<file path="config.mk">
export PLATFORM = sky130hd
export DESIGN_NAME = lpm_lookup_pipe
export DESIGN_NICKNAME = d
export VERILOG_FILES = /design/src/rtl/lpm_lookup_pipe.sv
export SDC_FILE = /design/constraint.sdc
export NUM_CORES = 2
export LEC_CHECK = 0
export CAP_MARGIN = 25
export CORE_UTILIZATION = 40
export DETAILED_ROUTE_END_ITERATION = 8
export GPL_ROUTABILITY_DRIVEN = 0
export MAX_ROUTING_LAYER = met4
export SKIP_CTS_REPAIR_TIMING = 1
export SYNTH_ARGS = -nofsm -noshare
export SYNTH_HDL_FRONTEND = slang
export SYNTH_SLANG_ARGS = --single-unit
</file>
<file path="constraint.sdc">
create_clock -name clk -period 30.8 [get_ports clk]
set_input_delay 3.08 -clock clk [delete_from_list [all_inputs] [get_ports clk]]
set_output_delay 3.08 -clock clk [all_outputs]
set_load 0.005 [all_outputs]
</file>
<file path="src/rtl/lpm_lookup_pipe.sv">
`default_nettype none
// ============================================================================
// Module   : lpm_lookup_pipe
// Purpose  : Pipelined longest-prefix-match route table, 3-edge latency.
// Revision : 1.0 - initial release
// ============================================================================
module lpm_lookup_pipe #(
   parameter int WIDTH = 32,
   parameter int DEPTH = 8,
   parameter int IDXW  = 3,
   parameter int IFW   = 4,
   localparam int LENW = $clog2(WIDTH + 1)
) (
   input  logic             clk,
   input  logic             rst,
   input  logic             req_valid,
   output logic             req_ready,
   input  logic [WIDTH-1:0] req_key,
   output logic             res_valid,
   input  logic             res_ready,
   output logic             res_hit,
   output logic [WIDTH-1:0] res_prefix,
   output logic [LENW-1:0]  res_len,
   output logic [IFW-1:0]   res_if,
   output logic [IDXW-1:0]  res_idx,
   input  logic             wr_en,
   input  logic [IDXW-1:0]  wr_index,
   input  logic [WIDTH-1:0] wr_prefix,
   input  logic [WIDTH-1:0] wr_mask,
   input  logic [IFW-1:0]   wr_if,
   input  logic             wr_valid,
   input  logic             flush,
   output logic             wr_err
);

   function automatic logic [LENW-1:0] popcnt(input logic [WIDTH-1:0] v);
      logic [LENW-1:0] c;
      c = '0;
      for (int b = 0; b < WIDTH; b++) c = c + LENW'(v[b]);
      return c;
   endfunction

   function automatic logic [WIDTH-1:0] len_to_mask(input logic [LENW-1:0] l);
      logic [WIDTH-1:0] m;
      for (int b = 0; b < WIDTH; b++) m[b] = (int'(l) + b) >= WIDTH;
      return m;
   endfunction

   logic [DEPTH-1:0]            valid_q,  valid_d;
   logic [DEPTH-1:0][WIDTH-1:0] prefix_q, prefix_d;
   logic [DEPTH-1:0][WIDTH-1:0] mask_q,   mask_d;
   logic [DEPTH-1:0][IFW-1:0]   if_q,     if_d;
   logic                        wr_err_q, wr_err_d;

   logic                        s1_valid_q, s1_valid_d;
   logic [WIDTH-1:0]            s1_key_q,   s1_key_d;
   logic [DEPTH-1:0]            s1_match_q, s1_match_d;
   logic [DEPTH-1:0][LENW-1:0]  s1_len_q,   s1_len_d;
   logic [DEPTH-1:0][IFW-1:0]   s1_if_q,    s1_if_d;

   logic                        s2_valid_q, s2_valid_d;
   logic                        s2_hit_q,   s2_hit_d;
   logic [WIDTH-1:0]            s2_key_q,   s2_key_d;
   logic [LENW-1:0]             s2_len_q,   s2_len_d;
   logic [IFW-1:0]              s2_if_q,    s2_if_d;
   logic [IDXW-1:0]             s2_idx_q,   s2_idx_d;

   logic                        res_valid_q,  res_valid_d;
   logic                        res_hit_q,    res_hit_d;
   logic [WIDTH-1:0]            res_prefix_q, res_prefix_d;
   logic [LENW-1:0]             res_len_q,    res_len_d;
   logic [IFW-1:0]              res_if_q,     res_if_d;
   logic [IDXW-1:0]             res_idx_q,    res_idx_d;

   logic                        stall;
   logic                        accept;
   logic [WIDTH-1:0]            wr_inv;
   logic                        wr_ok;

   always_comb begin
      stall     = res_valid_q && !res_ready;
      req_ready = !stall;
      accept    = req_valid && !stall;

      // A mask 1..10..0 inverts to 0..01..1, which has no carry overlap with itself + 1.
      wr_inv = ~wr_mask;
      wr_ok  = wr_en && ((wr_inv & (wr_inv + WIDTH'(1))) == '0)
               && (32'(wr_index) < DEPTH);
      wr_err_d = wr_en && !wr_ok;

      valid_d  = flush ? '0 : valid_q;
      prefix_d = prefix_q;
      mask_d   = mask_q;
      if_d     = if_q;
      for (int i = 0; i < DEPTH; i++) begin
         if (wr_ok && (wr_index == IDXW'(i))) begin
            valid_d[i]  = wr_valid;
            prefix_d[i] = wr_prefix & wr_mask;
            mask_d[i]   = wr_mask;
            if_d[i]     = wr_if;
         end
      end

      s1_valid_d = s1_valid_q;
      s1_key_d   = s1_key_q;
      s1_match_d = s1_match_q;
      s1_len_d   = s1_len_q;
      s1_if_d    = s1_if_q;
      s2_valid_d = s2_valid_q;
      s2_hit_d   = s2_hit_q;
      s2_key_d   = s2_key_q;
      s2_len_d   = s2_len_q;
      s2_if_d    = s2_if_q;
      s2_idx_d   = s2_idx_q;
      res_valid_d  = res_valid_q;
      res_hit_d    = res_hit_q;
      res_prefix_d = res_prefix_q;
      res_len_d    = res_len_q;
      res_if_d     = res_if_q;
      res_idx_d    = res_idx_q;

      if (!stall) begin
         // Interface indices are captured here so later writes cannot leak in.
         s1_valid_d = accept;
         s1_key_d   = req_key;
         for (int i = 0; i < DEPTH; i++) begin
            s1_match_d[i] = valid_q[i] && ((req_key & mask_q[i]) == prefix_q[i]);
            s1_len_d[i]   = popcnt(mask_q[i]);
            s1_if_d[i]    = if_q[i];
         end

         // Ascending scan with >= lets the highest index win on equal length.
         s2_valid_d = s1_valid_q;
         s2_key_d   = s1_key_q;
         s2_hit_d   = 1'b0;
         s2_len_d   = '0;
         s2_if_d    = '0;
         s2_idx_d   = '0;
         for (int i = 0; i < DEPTH; i++) begin
            if (s1_match_q[i] && (!s2_hit_d || (s1_len_q[i] >= s2_len_d))) begin
               s2_hit_d = 1'b1;
               s2_len_d = s1_len_q[i];
               s2_if_d  = s1_if_q[i];
               s2_idx_d = IDXW'(i);
            end
         end

         // Stored prefixes are normalised, so key & winning mask reproduces them.
         res_valid_d  = s2_valid_q;
         res_hit_d    = s2_hit_q;
         res_prefix_d = s2_key_q & len_to_mask(s2_len_q);
         res_len_d    = s2_len_q;
         res_if_d     = s2_if_q;
         res_idx_d    = s2_idx_q;
      end
   end

   always_ff @(posedge clk or posedge rst) begin
      if (rst) begin
         valid_q      <= '0;
         prefix_q     <= '0;
         mask_q       <= '0;
         if_q         <= '0;
         wr_err_q     <= 1'b0;
         s1_valid_q   <= 1'b0;
         s1_key_q     <= '0;
         s1_match_q   <= '0;
         s1_len_q     <= '0;
         s1_if_q      <= '0;
         s2_valid_q   <= 1'b0;
         s2_hit_q     <= 1'b0;
         s2_key_q     <= '0;
         s2_len_q     <= '0;
         s2_if_q      <= '0;
         s2_idx_q     <= '0;
         res_valid_q  <= 1'b0;
         res_hit_q    <= 1'b0;
         res_prefix_q <= '0;
         res_len_q    <= '0;
         res_if_q     <= '0;
         res_idx_q    <= '0;
      end else begin
         valid_q      <= valid_d;
         prefix_q     <= prefix_d;
         mask_q       <= mask_d;
         if_q         <= if_d;
         wr_err_q     <= wr_err_d;
         s1_valid_q   <= s1_valid_d;
         s1_key_q     <= s1_key_d;
         s1_match_q   <= s1_match_d;
         s1_len_q     <= s1_len_d;
         s1_if_q      <= s1_if_d;
         s2_valid_q   <= s2_valid_d;
         s2_hit_q     <= s2_hit_d;
         s2_key_q     <= s2_key_d;
         s2_len_q     <= s2_len_d;
         s2_if_q      <= s2_if_d;
         s2_idx_q     <= s2_idx_d;
         res_valid_q  <= res_valid_d;
         res_hit_q    <= res_hit_d;
         res_prefix_q <= res_prefix_d;
         res_len_q    <= res_len_d;
         res_if_q     <= res_if_d;
         res_idx_q    <= res_idx_d;
      end
   end

   assign res_valid  = res_valid_q;
   assign res_hit    = res_hit_q;
   assign res_prefix = res_prefix_q;
   assign res_len    = res_len_q;
   assign res_if     = res_if_q;
   assign res_idx    = res_idx_q;
   assign wr_err     = wr_err_q;

endmodule
`default_nettype wire
</file>
Word-level counts from Yosys, hierarchy flattened
Index checks and enable logic that the tools add are counted.

word-level totals
  register bits = 768
  output and inout bits = 49
  word-level logic and storage cells = 518

operators by class
  add/sub/neg operators = 280
  order comparisons = 39
  equality and inequality tests = 15
  mux-type cells = 54
  bitwise operators = 12
  reductions and logical operators = 54

operator list
  operator                                                                number
  6-bit by 1-bit adder with 6-bit output                                  208
  32-bit bitwise AND                                                      11
  32-bit == test                                                          8
  7-bit by 6-bit >= comparator with 1-bit output (second input constant)  31
  6-bit by 5-bit adder with 7-bit output (second input constant)          16
  6-bit 2-to-1 mux                                                        15
  6-bit by 4-bit adder with 7-bit output (second input constant)          8
  5-bit by 1-bit adder with 6-bit output                                  8
  6-bit >= comparator                                                     7
  4-bit by 1-bit adder with 5-bit output                                  8
  3-bit by 1-bit adder with 4-bit output                                  8
  32-bit by 1-bit adder with 32-bit output (second input constant)        1
  32-bit logical NOT                                                      1
  4-bit 2-to-1 mux                                                        8
  32-bit NOT                                                              1
  6-bit by 3-bit adder with 7-bit output (second input constant)          4
  1-bit logical AND                                                       27
  2-bit by 1-bit adder with 3-bit output                                  8
  1-bit 2-to-1 mux                                                        24
  3-bit 2-to-1 mux                                                        6
  1-bit by 1-bit adder with 2-bit output                                  8
  2-bit nonzero test                                                      8
  6-bit by 2-bit adder with 7-bit output (second input constant)          2
  3-bit == test (second input constant)                                   4
  8 further kinds                                                         24

Depth between registers and ports, before layout
  word-level depth = 37
  gate-level depth with buffers = 59
  depth with buffers taken out = 50

Least setup slack after synthesis
OpenSTA, ideal clock, no wires.

  path kind = register to register
  start point = reg s1_match_q[0]
  end point = reg s2_if_q[1]
  data arrival time = 10.805 ns
  required time = 30.713 ns
  slack = 19.908 ns
  stages on the path, launching flop included = 59
  clock period less this slack = 10.892 ns
  cells stage by stage = dfrtp_1 -> clkbuf_1 -> nand2_1 -> ha_1 -> a21o_1 -> a211oi_1 -> o22ai_1 -> clkbuf_1 -> clkbuf_1 -> a22oi_1 -> ha_1 -> a21oi_1 -> o21ai_0 -> a221oi_1 -> clkbuf_1 -> nor2_1 -> or2_2 -> ha_1 -> [23 not listed] -> a21oi_1 -> o21ai_0 -> a31oi_1 -> o21ai_1 -> nor2_1 -> o21ai_0 -> o21a_1 -> inv_1 -> ha_1 -> nand2b_1 -> a21o_1 -> a21oi_1 -> nor2b_1 -> o21ai_0 -> a21oi_1 -> or2_2 -> clkbuf_1 -> o211ai_1

on the way
  word-level cells in the longest chain between the ends = 36
  elaborated cells between the ends (all ways) = 64
  classes of those cells = 7 x order compare; 36 x mux; 21 x reduce/logical

ends and longest elaborated chain
  item                                                      RTL line  text
  from (decl)                                               57        logic [DEPTH-1:0] s1_match_q, s1_match_d;
  from (signal assigned)                                    190       s1_match_q <= s1_match_d;
  6-bit 2-to-1 mux or 1-bit 2-to-1 mux (tied branches)      140       if (s1_match_q[i] && (!s2_hit_d || (s1_len_q[i] >= s2_len_d))) begin
  6-bit 2-to-1 mux or 1-bit 2-to-1 mux (tied branches)      122       if (!stall) begin
  6-bit >= comparator or 1-bit logical NOT (tied branches)  140
  1-bit logical OR                                          140
  1-bit logical AND                                         140
  6-bit 2-to-1 mux or 1-bit 2-to-1 mux (tied branches)      140
  6-bit 2-to-1 mux or 1-bit 2-to-1 mux (tied branches)      122
  6-bit >= comparator or 1-bit logical NOT (tied branches)  140
  [20 not listed]                                           n/a
  1-bit logical OR                                          140
  1-bit logical AND                                         140
  6-bit 2-to-1 mux or 1-bit 2-to-1 mux (tied branches)      140
  6-bit 2-to-1 mux or 1-bit 2-to-1 mux (tied branches)      122
  6-bit >= comparator or 1-bit logical NOT (tied branches)  140
  1-bit logical OR                                          140
  1-bit logical AND                                         140
  4-bit 2-to-1 mux *                                        140
  to (signal assigned)                                      197       s2_if_q <= s2_if_d;
  to (decl)                                                 65        logic [IFW-1:0] s2_if_q, s2_if_d;

Every way passes the cells marked *; elsewhere a longest branch is shown, timed or not. The select of a mux whose other input is x is not followed.
A chain may end at the register's enable or synchronous reset.

Worst setup path after layout
Ends and elaborated chain as after synthesis.

==> impl_results.md <==
* Status: finished, final reports clean
* Ys flop type: dfrtp_1
* Initial Util at 40.3%
* Area of the core at 100000 µm²
* Crit end category: flip-flop
* First-pass GRT wire length at 191 mm
* Arr. time, crit path at 13420 ps
* Hold_ws at 457 ps
* Final Cycle Share at 41.9%
* Leak at 0.0222 µW
* Placed insts at 5267
* CP dominant cell by count: ha_1
* Clock Tree Buf Depth at 3
* Worst hold path type: reg2reg
* Antenna viol nets, final at 0
* Router iterations before antenna repair at 6
* WHS Path Cells at 2
* Drt drc at 0
* R2R setup slack at 17910 ps
* PwrDens at 51.0 nW/µm²
* Post-synth EDFFs at 0
* Final hold vios at 0
* Worst slew margin at 23.7%
* Initial antenna violation count at 8
* GRT Total Usage at 26.2%
* Worst-path fanout max at 23
* Layout cell share with drive strength beyond 1 at 12.2%
* HPWL after DPL at 94.1 mm
* Clock buffer count from CTS at 86
* Placed Instance Area at 43200 µm²
* Max-cap violation count at 0
* Fill cells at 9416
* Crit path required time at 31330 ps
* Final Total Pwr at 2360 µW
* Syn nets at 4370
* Synth warn at 0
* Slowest cell on crit path: a21oi_1
* Setup Skew at 26.7 ps
* Die X at 319 µm
* IO Count at 159
* CP startpoint kind: flip-flop
* Reg2Reg Depth at 49
* Worst-Skew Late Latency at 660 ps
* Mapped cell area at 40300 µm²
* Mapped Cells at 3970
* Grt ovf at 0
* H-tree levels at 3
* Vias in the first global route at 28100
* Design Area, Final at 46300 µm²
* Clk root buf: clkbuf_16
* # setup viols final at 0
* Number of port buffers at 158
* Register area share after synthesis at 47.7%
* Average wire per standard cell at 23.6 µm
* Synth unique cells at 54
* Layout Cells excl Fill at 5433
* Synth Register Bits at 768
* Largest net degree at the start of global routing at 179
* CTS Sinks at 768
* Area grow syn2layout at 14.9%
* Least-Margin Pin Slew at 1130 ps
* FFs w/ async S/R, synth at 100%
* Maximum VDD drop at 0.0000386 V
* Final slew viol count at 0
* DR vias at 28700
* CTS tree: done
* Initial drt markers at 2910
* F_max at 0.0776 GHz
* Delay of the slowest critical-path stage at 780 ps
* Crit Path Class: reg2reg
* Final min period at 12890 ps
* Clock transition at the registers of the reported paths at 60 ps
* Setup_tns at 0 ps
* Via density at 5.28
* Die height at 319 µm
* Syn_area_per_cell at 10.2 µm²
* RSZ-0062 raised after global routing: no
* NumNets Final at 4462
* WL final at 128 mm
* Die ar. at 102000 µm²
* Rows at 116
[cells by family (layout without fill, tap and decap cells)]
family | Yosys count | count (layout) | share of synthesized area (%)
AOI/OAI and AO/OA | 562 | 562 | 7.89
xor gates and xnor gates | 267 | 267 | 5.80
adders and majority gates | 290 | 290 | 12.6
buffers and inverters | 512 | 671 | 4.91
DFF | 768 | 768 | 47.7
muxes | 281 | 281 | 7.85
other | 0 | 6 | 0
and+or+nand+nor | 1290 | 1290 | 13.3
[final cells by class]
type,instances,area [µm²],area share (%)
tap,1298,1620,3.51
sequential,768,19200,41.5
clock inverter,33,495,1.07
antenna,6,15.0,0.0324
timing repair buffer,225,2230,4.81
multi-input combinational,2690,19100,41.3
inverter,291,1100,2.39
clock buffer,122,2520,5.44
[path summary, 6_finish.rpt]
check | startpoint | end
hold / removal | if_q[7] | s1_if_q[7]
hold reg to reg | if_q[7] | s1_if_q[7]
setup / recovery | s1_match_q[0] | s2_if_q[1]
max in group asynchronous | rst | mask_q[209]
min in group asynchronous | rst | mask_q[73]
setup reg to reg | s1_match_q[0] | s2_if_q[1]
[sequential cells by signal (all words and copies together), names as in the netlist, 3 cells and up]
name and flops:
prefix_q 256, s1_match_q 8, s1_key_q 32, s1_if_q 32, res_idx 3, res_prefix 32, s2_if_q 4, s2_len_q 6
res_len 6, if_q 32, s2_idx_q 3, res_if 4, s2_key_q 32, s1_len_q 48, valid_q 8, mask_q 256
[metrics by stage]
step           utilization [%]  setup slack, ps
2_1_floorplan                -             6160
3_3_place_gp              43.1            18390
5_1_grt                   46.3            16650
4_1_cts                   46.2            18080
3_5_place_dp              43.1            18120
6_report                  46.3            17910
[layout by cell type, fill, tap and decap left out, types with 9 or more instances in the layout]
cell type        Yosys  layout
a22oi_1              9       9
o31ai_1              9       9
buf_4                0      59
o211ai_1            15      15
nand2b_1            26      26
o21ai_0            356     355
bufinv_16            0      10
nand2_1           1015    1015
nor2b_1             18      17
a31oi_1             19      19
fa_1               192     192
nand3_1             21      21
nor2_1              76      76
nor3_1              11      11
clkbuf_8             0      21
a21oi_1             73      73
clkdlybuf4s50_1      0     158
clkbuf_1           173      14
a22o_1              14      14
clkbuf_16            0      87
a21o_1              23      23
clkinv_2             0      15
nand4_1             53      53
ha_1                98      98
nor4_1              38      38
xor2_1             149     149
inv_1              291     289
xnor2_1            118     118
mux2_2             280     280
dfrtp_1            768     768
[critical path, delay by kind of cell (launching register included)]
family                   cells  cell delay [ps]
flip-flops                   1              640
adder cells (fa/ha/maj)      7             1980
AND/OR/NAND/NOR             11             1730
AO/OA/AOI/OAI               28             8020
buffers and inverters        3              340
[report_power, final]
group / switching (µW) / internal [µW]
logic: 141 / 53.2
registers: 26.9 / 1050
clock network: 441 / 656
total: 609 / 1760
[Yosys cell counts (all sizes together) (26+ instances only)]
master  instances  area [µm²]
ha             98        1230
nand2        1015        3810
fa            192        3840
buf            48         236
o21ai         357        1790
nor4           41         293
xnor2         118        1030
inv           291        1090
nor2           76         285
nand2b         26         163
nand4          53         332
mux2          280        3150
a21oi          73         365
clkbuf        173         649
xor2          149        1310
dfrtp         768       19200
[metal layers]
| metal | GRT usage [%] | routed length (µm) |
|---|---|---|
| met5 | - | 0 |
| met4 | 6.37 | 2670 |
| met3 | 4.60 | 9360 |
| met2 | 38.2 | 56400 |
| met1 | 37.9 | 59800 |
Note: power is estimated with default switching activity, not from simulation.
